--- src/rtl/hamming_pkg.sv ---
// Shared Hamming(15,11) constants, decode-result type and data-extraction helper.
package hamming_pkg;

  localparam int HAM_CW_W   = 15;
  localparam int HAM_DATA_W = 11;
  localparam int HAM_SYN_W  = 4;

  // Parity bits occupy the power-of-two positions (1-based 1,2,4,8).
  localparam int HAM_P0_IDX = 0;
  localparam int HAM_P1_IDX = 1;
  localparam int HAM_P2_IDX = 3;
  localparam int HAM_P3_IDX = 7;

  // Syndrome bit k covers every codeword index whose 1-based position has bit k set.
  localparam logic [HAM_CW_W-1:0] HAM_SYN_MASK0 = 15'h5555;
  localparam logic [HAM_CW_W-1:0] HAM_SYN_MASK1 = 15'h6666;
  localparam logic [HAM_CW_W-1:0] HAM_SYN_MASK2 = 15'h7878;
  localparam logic [HAM_CW_W-1:0] HAM_SYN_MASK3 = 15'h7F80;

  typedef struct packed {
    logic [HAM_DATA_W-1:0] data;
    logic [HAM_SYN_W-1:0]  synd;
    logic                  corr;
  } ham_dec_t;

  function automatic logic [HAM_DATA_W-1:0] ham_extract(input logic [HAM_CW_W-1:0] cw);
    return {cw[14:HAM_P3_IDX+1], cw[HAM_P3_IDX-1:HAM_P2_IDX+1], cw[HAM_P2_IDX-1]};
  endfunction

endpackage

--- src/rtl/hamming15_11_correct.sv ---
// Combinational Hamming(15,11) single-error corrector: codeword -> {data, syndrome, corrected}.
module hamming15_11_correct
  import hamming_pkg::*;
(
  input  logic [HAM_CW_W-1:0] cw,
  output ham_dec_t            dec
);

  logic [HAM_SYN_W-1:0] synd;
  logic [HAM_CW_W-1:0]  flip;
  logic [HAM_CW_W-1:0]  fixed;

  assign synd[0] = ^(cw & HAM_SYN_MASK0);
  assign synd[1] = ^(cw & HAM_SYN_MASK1);
  assign synd[2] = ^(cw & HAM_SYN_MASK2);
  assign synd[3] = ^(cw & HAM_SYN_MASK3);

  // A non-zero syndrome is the 1-based position of the bit to flip.
  assign flip  = (synd != '0) ? (HAM_CW_W'(1) << (synd - 4'd1)) : '0;
  assign fixed = cw ^ flip;

  assign dec.data = ham_extract(fixed);
  assign dec.synd = synd;
  assign dec.corr = (synd != '0);

endmodule

--- src/rtl/hamming_dec_arbiter.sv ---
// Round-robin arbiter sharing one Hamming(15,11) corrector among NUM_REQ requesters.
// Optional per-requester corrected-word counters are built when HAM_ERR_CNT_EN is defined.
module hamming_dec_arbiter
  import hamming_pkg::*;
#(
  parameter int NUM_REQ = 2,
  parameter int ID_W    = 1,
  parameter int CNT_W   = 16
) (
  input  logic                         clk,
  input  logic                         rst,
  input  logic [NUM_REQ-1:0]           req_valid,
  output logic [NUM_REQ-1:0]           req_ready,
  input  logic [HAM_CW_W*NUM_REQ-1:0]  req_code,
  output logic                         out_valid,
  input  logic                         out_ready,
  output logic [HAM_DATA_W-1:0]        out_data,
  output logic [ID_W-1:0]              out_id,
  output logic [HAM_SYN_W-1:0]         out_synd,
  output logic                         out_corr,
  output logic [CNT_W*NUM_REQ-1:0]     err_cnt
);

  logic [ID_W-1:0]     ptr;
  logic [ID_W-1:0]     gnt_idx;
  logic                gnt_found;
  logic [ID_W:0]       cand;
  logic                slot_free;
  logic                accept;
  logic [ID_W-1:0]     ptr_next;
  logic [HAM_CW_W-1:0] gnt_code;
  ham_dec_t            dec;

  // Readiness is gated by reset so nothing is accepted while the block is being cleared.
  assign slot_free = (!out_valid || out_ready) && !rst;
  assign accept    = slot_free && gnt_found;

  // NOTE: combinational blocks assign every output a default first and use blocking
  // assignments, so no latch is inferred and later loop iterations see earlier results.
  always_comb begin
    gnt_found = 1'b0;
    gnt_idx   = '0;
    cand      = '0;
    // Scan from the farthest candidate back to the pointer so the nearest valid one wins.
    for (int k = NUM_REQ - 1; k >= 0; k--) begin
      cand = {1'b0, ptr} + (ID_W+1)'(k);
      if (cand >= (ID_W+1)'(NUM_REQ)) cand = cand - (ID_W+1)'(NUM_REQ);
      if (req_valid[cand[ID_W-1:0]]) begin
        gnt_found = 1'b1;
        gnt_idx   = cand[ID_W-1:0];
      end
    end
  end

  always_comb begin
    req_ready = '0;
    gnt_code  = '0;
    for (int i = 0; i < NUM_REQ; i++) begin
      if (gnt_idx == ID_W'(i)) begin
        req_ready[i] = accept;
        gnt_code     = req_code[i*HAM_CW_W +: HAM_CW_W];
      end
    end
  end

  assign ptr_next = (gnt_idx == ID_W'(NUM_REQ - 1)) ? '0 : gnt_idx + ID_W'(1);

  hamming15_11_correct u_correct (
    .cw  (gnt_code),
    .dec (dec)
  );

  // NOTE: sequential state uses non-blocking assignments only; reset here is synchronous.
  always_ff @(posedge clk) begin
    if (rst) begin
      out_valid <= 1'b0;
      out_data  <= '0;
      out_id    <= '0;
      out_synd  <= '0;
      out_corr  <= 1'b0;
      ptr       <= '0;
    end else if (slot_free) begin
      out_valid <= accept;
      if (accept) begin
        out_data <= dec.data;
        out_id   <= gnt_idx;
        out_synd <= dec.synd;
        out_corr <= dec.corr;
        ptr      <= ptr_next;
      end
    end
  end

`ifdef HAM_ERR_CNT_EN
  logic [CNT_W-1:0] cnt [NUM_REQ];

  // NOTE: the counter array is a handful of flops, not a RAM, so it takes a reset.
  always_ff @(posedge clk) begin
    if (rst) begin
      for (int i = 0; i < NUM_REQ; i++) cnt[i] <= '0;
    end else begin
      for (int i = 0; i < NUM_REQ; i++) begin
        if (accept && gnt_idx == ID_W'(i) && dec.corr && cnt[i] != '1)
          cnt[i] <= cnt[i] + CNT_W'(1);
      end
    end
  end

  always_comb begin
    err_cnt = '0;
    for (int i = 0; i < NUM_REQ; i++) err_cnt[i*CNT_W +: CNT_W] = cnt[i];
  end
`else
  assign err_cnt = '0;
`endif

endmodule

--- config.mk ---
export PLATFORM = sky130hd
export DESIGN_NAME = hamming_dec_arbiter
export DESIGN_NICKNAME = d
export VERILOG_FILES = /design/src/rtl/hamming_pkg.sv /design/src/rtl/hamming15_11_correct.sv /design/src/rtl/hamming_dec_arbiter.sv
export SDC_FILE = /design/constraint.sdc
export NUM_CORES = 1
export LEC_CHECK = 0
export CORE_AREA = 10 10 58 106
export DETAILED_ROUTE_END_ITERATION = 16
export DIE_AREA = 0 0 68 116
export HOLD_SLACK_MARGIN = 0.1
export PLACE_DENSITY = 0.76
export SYNTH_ARGS = -nofsm -noshare
export SYNTH_HDL_FRONTEND = slang
export SYNTH_HIERARCHICAL = 1
export SYNTH_SLANG_ARGS = --single-unit
export TNS_END_PERCENT = 100
--- constraint.sdc ---
create_clock -name clk -period 5.3 [get_ports clk]
set_input_delay 1.06 -clock clk [delete_from_list [all_inputs] [get_ports clk]]
set_output_delay 1.06 -clock clk [all_outputs]
set_load 0.01 [all_outputs]
==> out/results.tsv <==
stage	metric	value	unit
clocking	setup repair bufs after CTS	0	
synth	Compound-Gate Fraction of Synth Area	12.4	%
sta	RSZ-0062 raised after global routing	false	
worst_setup_path	Buf/Inv on CP	5	
pwr	PD cells	343	nW/um^2
drt	total number of vias	1422	
clocking	H-tree Lvls	1	
clocking	clk_lat worst skew	0.25	ns
synth	Post-synth ARST share	0	%
sta	Final Hold Vio Count	0	
synth	Yosys top cell area share	21.5	%
synth	ys flop type	dfxtp_1	
synth	Cells after Synth	192	
worst_setup_path	Crit Path Class	primary input to flip-flop	
drt	Routed Antenna Nets	0	
place	post-DP HPWL	4010	um
floorplan	core area	4420	um^2
clocking	Max Root-Sink Buffers	2	
pwr	Clock power frac	12.7	%
drt	drt pass-1 iters	4	
synth	adder-cell share of the synthesized area	0.706	%
synth	synth unique cells	36	
synth	Yosys top cell by area	dfxtp_1	
finish	antenna diode instance count	0	
sta	Least-Margin Pin Slew	0.774	ns
drt	Detailed Route WL	4710	um
synth	Yosys reg bits	19	
drt	DRT iter0 DRCs	48	
global_routing	largest net degree at the start of global routing	34	
sta	crit path time final	4.64	ns
synth	yosys synthesis warning count	6	
worst_setup_path	cell family contributing the most delay on the critical path	buffers and inverters	
sta	setup TNS	0	ns
synth	Mean Syn Cell Area	9.23	um^2
floorplan	Starting Density	40.0	%
floorplan	Top-Level Pins	87	
worst_setup_path	Crit path required time	5.47	ns
worst_setup_path	crit end category	flip-flop	
sta	Final Skew	0.00392	ns
synth	largest family of logic cells by synthesized area	XOR/XNOR gates	
clocking	Hold Buf Count CTS	0	
synth	Synth area leaders	dfxtp_1, buf_4, nand3b_1, mux2_4, a21oi_1	
drt	wire per inst	15.9	um
synth	Post-synth EDFFs	0	
pwr	internal power	0.463	mW
synth	most instantiated cells after synthesis	buf_4, a21oi_1, dfxtp_1	
place	Final GP Congestion	0.810	
drt	# DRC	0	
worst_setup_path	largest stage delay on the critical path	0.53	ns
finish	Area Overhead vs Synth	27.8	%
outcome	status	complete, no violations	
synth	sequential cell area fraction in the yosys report	21.5	%
finish	share of cells above drive strength 1	13.6	%
pwr	Gate power share	63.0	%
clocking	CTS tree	done	
global_routing	initial antenna violation count	0	
drt	DR vias/cell	4.80	
floorplan	DIE HEIGHT	116	um
sta	Worst slew margin	48.2	%
finish	Finished Cell Area	2260	um^2
pwr	NetSw	0.314	mW
clocking	CTS clock-pin slew for the worst setup and hold paths	0.07	ns
worst_setup_path	worst path arrival time	4.80	ns
place	Buffers on Ports	54	
sta	max-slew violations	0	
clocking	root buffer cell	clkbuf_8	
pwr	share of power burned in registers	24.3	%
floorplan	chip width	68	um
floorplan	die area	7890	um^2
sta	f_max	216	MHz
sta	Final Cycle Share	87.5	%
min_path	Hold Path Class	flip-flop to flip-flop	
global_routing	GR Overflow Total	0	
floorplan	Row Count	34	
sta	final setup violation count	0	
place	post-place instance area	2220	um^2
worst_setup_path	Startpoint Class	primary input	
finish	Fillers	445	
global_routing	vias in the first global route	1536	
worst_setup_path	cell repeated most along the worst path	inv_2	
global_routing	GRT Overall Usage	11.7	%
synth	count leader, synth	buf_4	
worst_setup_path	cells along the critical path	clkdlybuf4s50_1, inv_2, o21ai_4, buf_4, mux2_2, xnor2_1, xor3_2, inv_2, nor2_1, ha_1, inv_1, nor4_2, xor2_1, nand3b_1, a21oi_1	
synth	Post-Synth XOR/XNOR Area	19.9	%
run	Max Cap Violations	0	
pwr	Switching Fraction	40.4	%
synth	simple-gate portion of the synthesized area	16.2	%
clocking	CTS Buf Count	3	
synth	mux share of post-synthesis cell area	11.2	%
worst_setup_path	slowest CP cell	clkdlybuf4s50_1	
pwr	P_leak	0.962	nW
global_routing	first-pass GRT wire length	7130	um
pwr	Max rail drop VDD	0.000238	V
synth	Mapped Area	1770	um^2
finish	Final nets	279	
clocking	Post-CTS Resized	0	
worst_setup_path	CP max FO	10	
clocking	clk sinks	19	
cells in the final DEF, fill, tap and decap left out, types with 2 or more instances in the layout:
cell / synthesis / layout
conb_1: 1 / 32
nand3b_1: 17 / 17
xor3_1: 3 / 3
xnor3_2: 2 / 2
xor3_2: 2 / 2
nor2b_1: 2 / 2
xnor3_1: 2 / 2
nand2_1: 6 / 6
xnor2_1: 7 / 7
nand2b_1: 2 / 2
inv_1: 2 / 2
a21oi_1: 19 / 19
nor2_1: 4 / 4
clkdlybuf4s50_1: 0 / 54
nor3_1: 6 / 6
o21ai_0: 17 / 17
mux2_4: 8 / 8
xor2_1: 7 / 7
inv_2: 2 / 2
mux2_2: 7 / 7
nand3_1: 5 / 5
buf_4: 32 / 3
clkbuf_8: 0 / 3
dfxtp_1: 19 / 19
cells by family (layout without fill, tap and decap cells):
family / after synthesis / after routing
AO/OA/AOI/OAI: 40 / 40
XOR/XNOR: 24 / 24
adder cells (fa/ha/maj): 1 / 1
buffers and inverters: 46 / 65
flip-flops: 19 / 19
multiplexers: 15 / 15
other: 1 / 32
AND/OR/NAND/NOR: 46 / 46
final cells by class:
type	count	area [um^2]	area share, %
flip-flops and latches	19	380	16.8
clock buffers	3	41.3	1.82
multi-input cells	158	1190	52.7
clock inverters	1	5.00	0.221
well taps	54	67.6	2.98
inverters	4	15.0	0.663
repair buffers	57	563	24.9
final timing paths:
check / from / to / slack [ns] / cells past startpoint
max: req_valid[0] / out_data[1] / 0.66 / 15
min: out_data[2] / out_data[2] / 0.48 / 2
max reg2reg: ptr / out_data[1] / 1.68 / 13
min reg2reg: out_data[2] / out_data[2] / 0.48 / 2
metal layers:
layer / vias up / GRT usage (%) / share of wire [%]
met2: 63 / 23.5 / 58
met3: 8 / 1.74 / 6.6
met5: - / 0 / 0
li1: 705 / - / -
met1: 646 / 9.92 / 32
met4: 0 / 7.02 / 3.5
sequential cells by signal, indices dropped and copies added (netlist names):
| register | cells |
|---|---|
| out_id | 1 |
| out_synd | 4 |
| out_data | 11 |
| out_corr | 1 |
| ptr | 1 |
| out_valid | 1 |
power groups by stage:
stage | Sequential, mW | Combinational, mW | Clock [mW]
finish | 0.189 | 0.489 | 0.0984
global route | 0.192 | 0.531 | 0.106
CTS | 0.189 | 0.489 | 0.101
detailed placement | 0.193 | 0.487 | 0
global placement | 0.191 | 0.474 | 0
floorplan | 0.205 | 0.339 | 0
stage by stage:
step                total power, mW  instances  util [%]  hold slack [ns]  setup slack [ns]
floorplan                     0.543        223         -            0.498              1.27
global placement              0.665        292      50.1            0.461             0.520
detailed placement            0.680        292      50.1            0.469             0.411
CTS                           0.779        296      51.2            0.479             0.653
global route                  0.829        296      51.2            0.495             0.406
finish                        0.776        296      51.2            0.476             0.664
worst min-delay path: cells and delay by family (launching register included):
family,cells,cell delay [ns]
compound gates,2,0.12
flops,1,0.31
No activity file was read; power rests on OpenSTA's default activity.
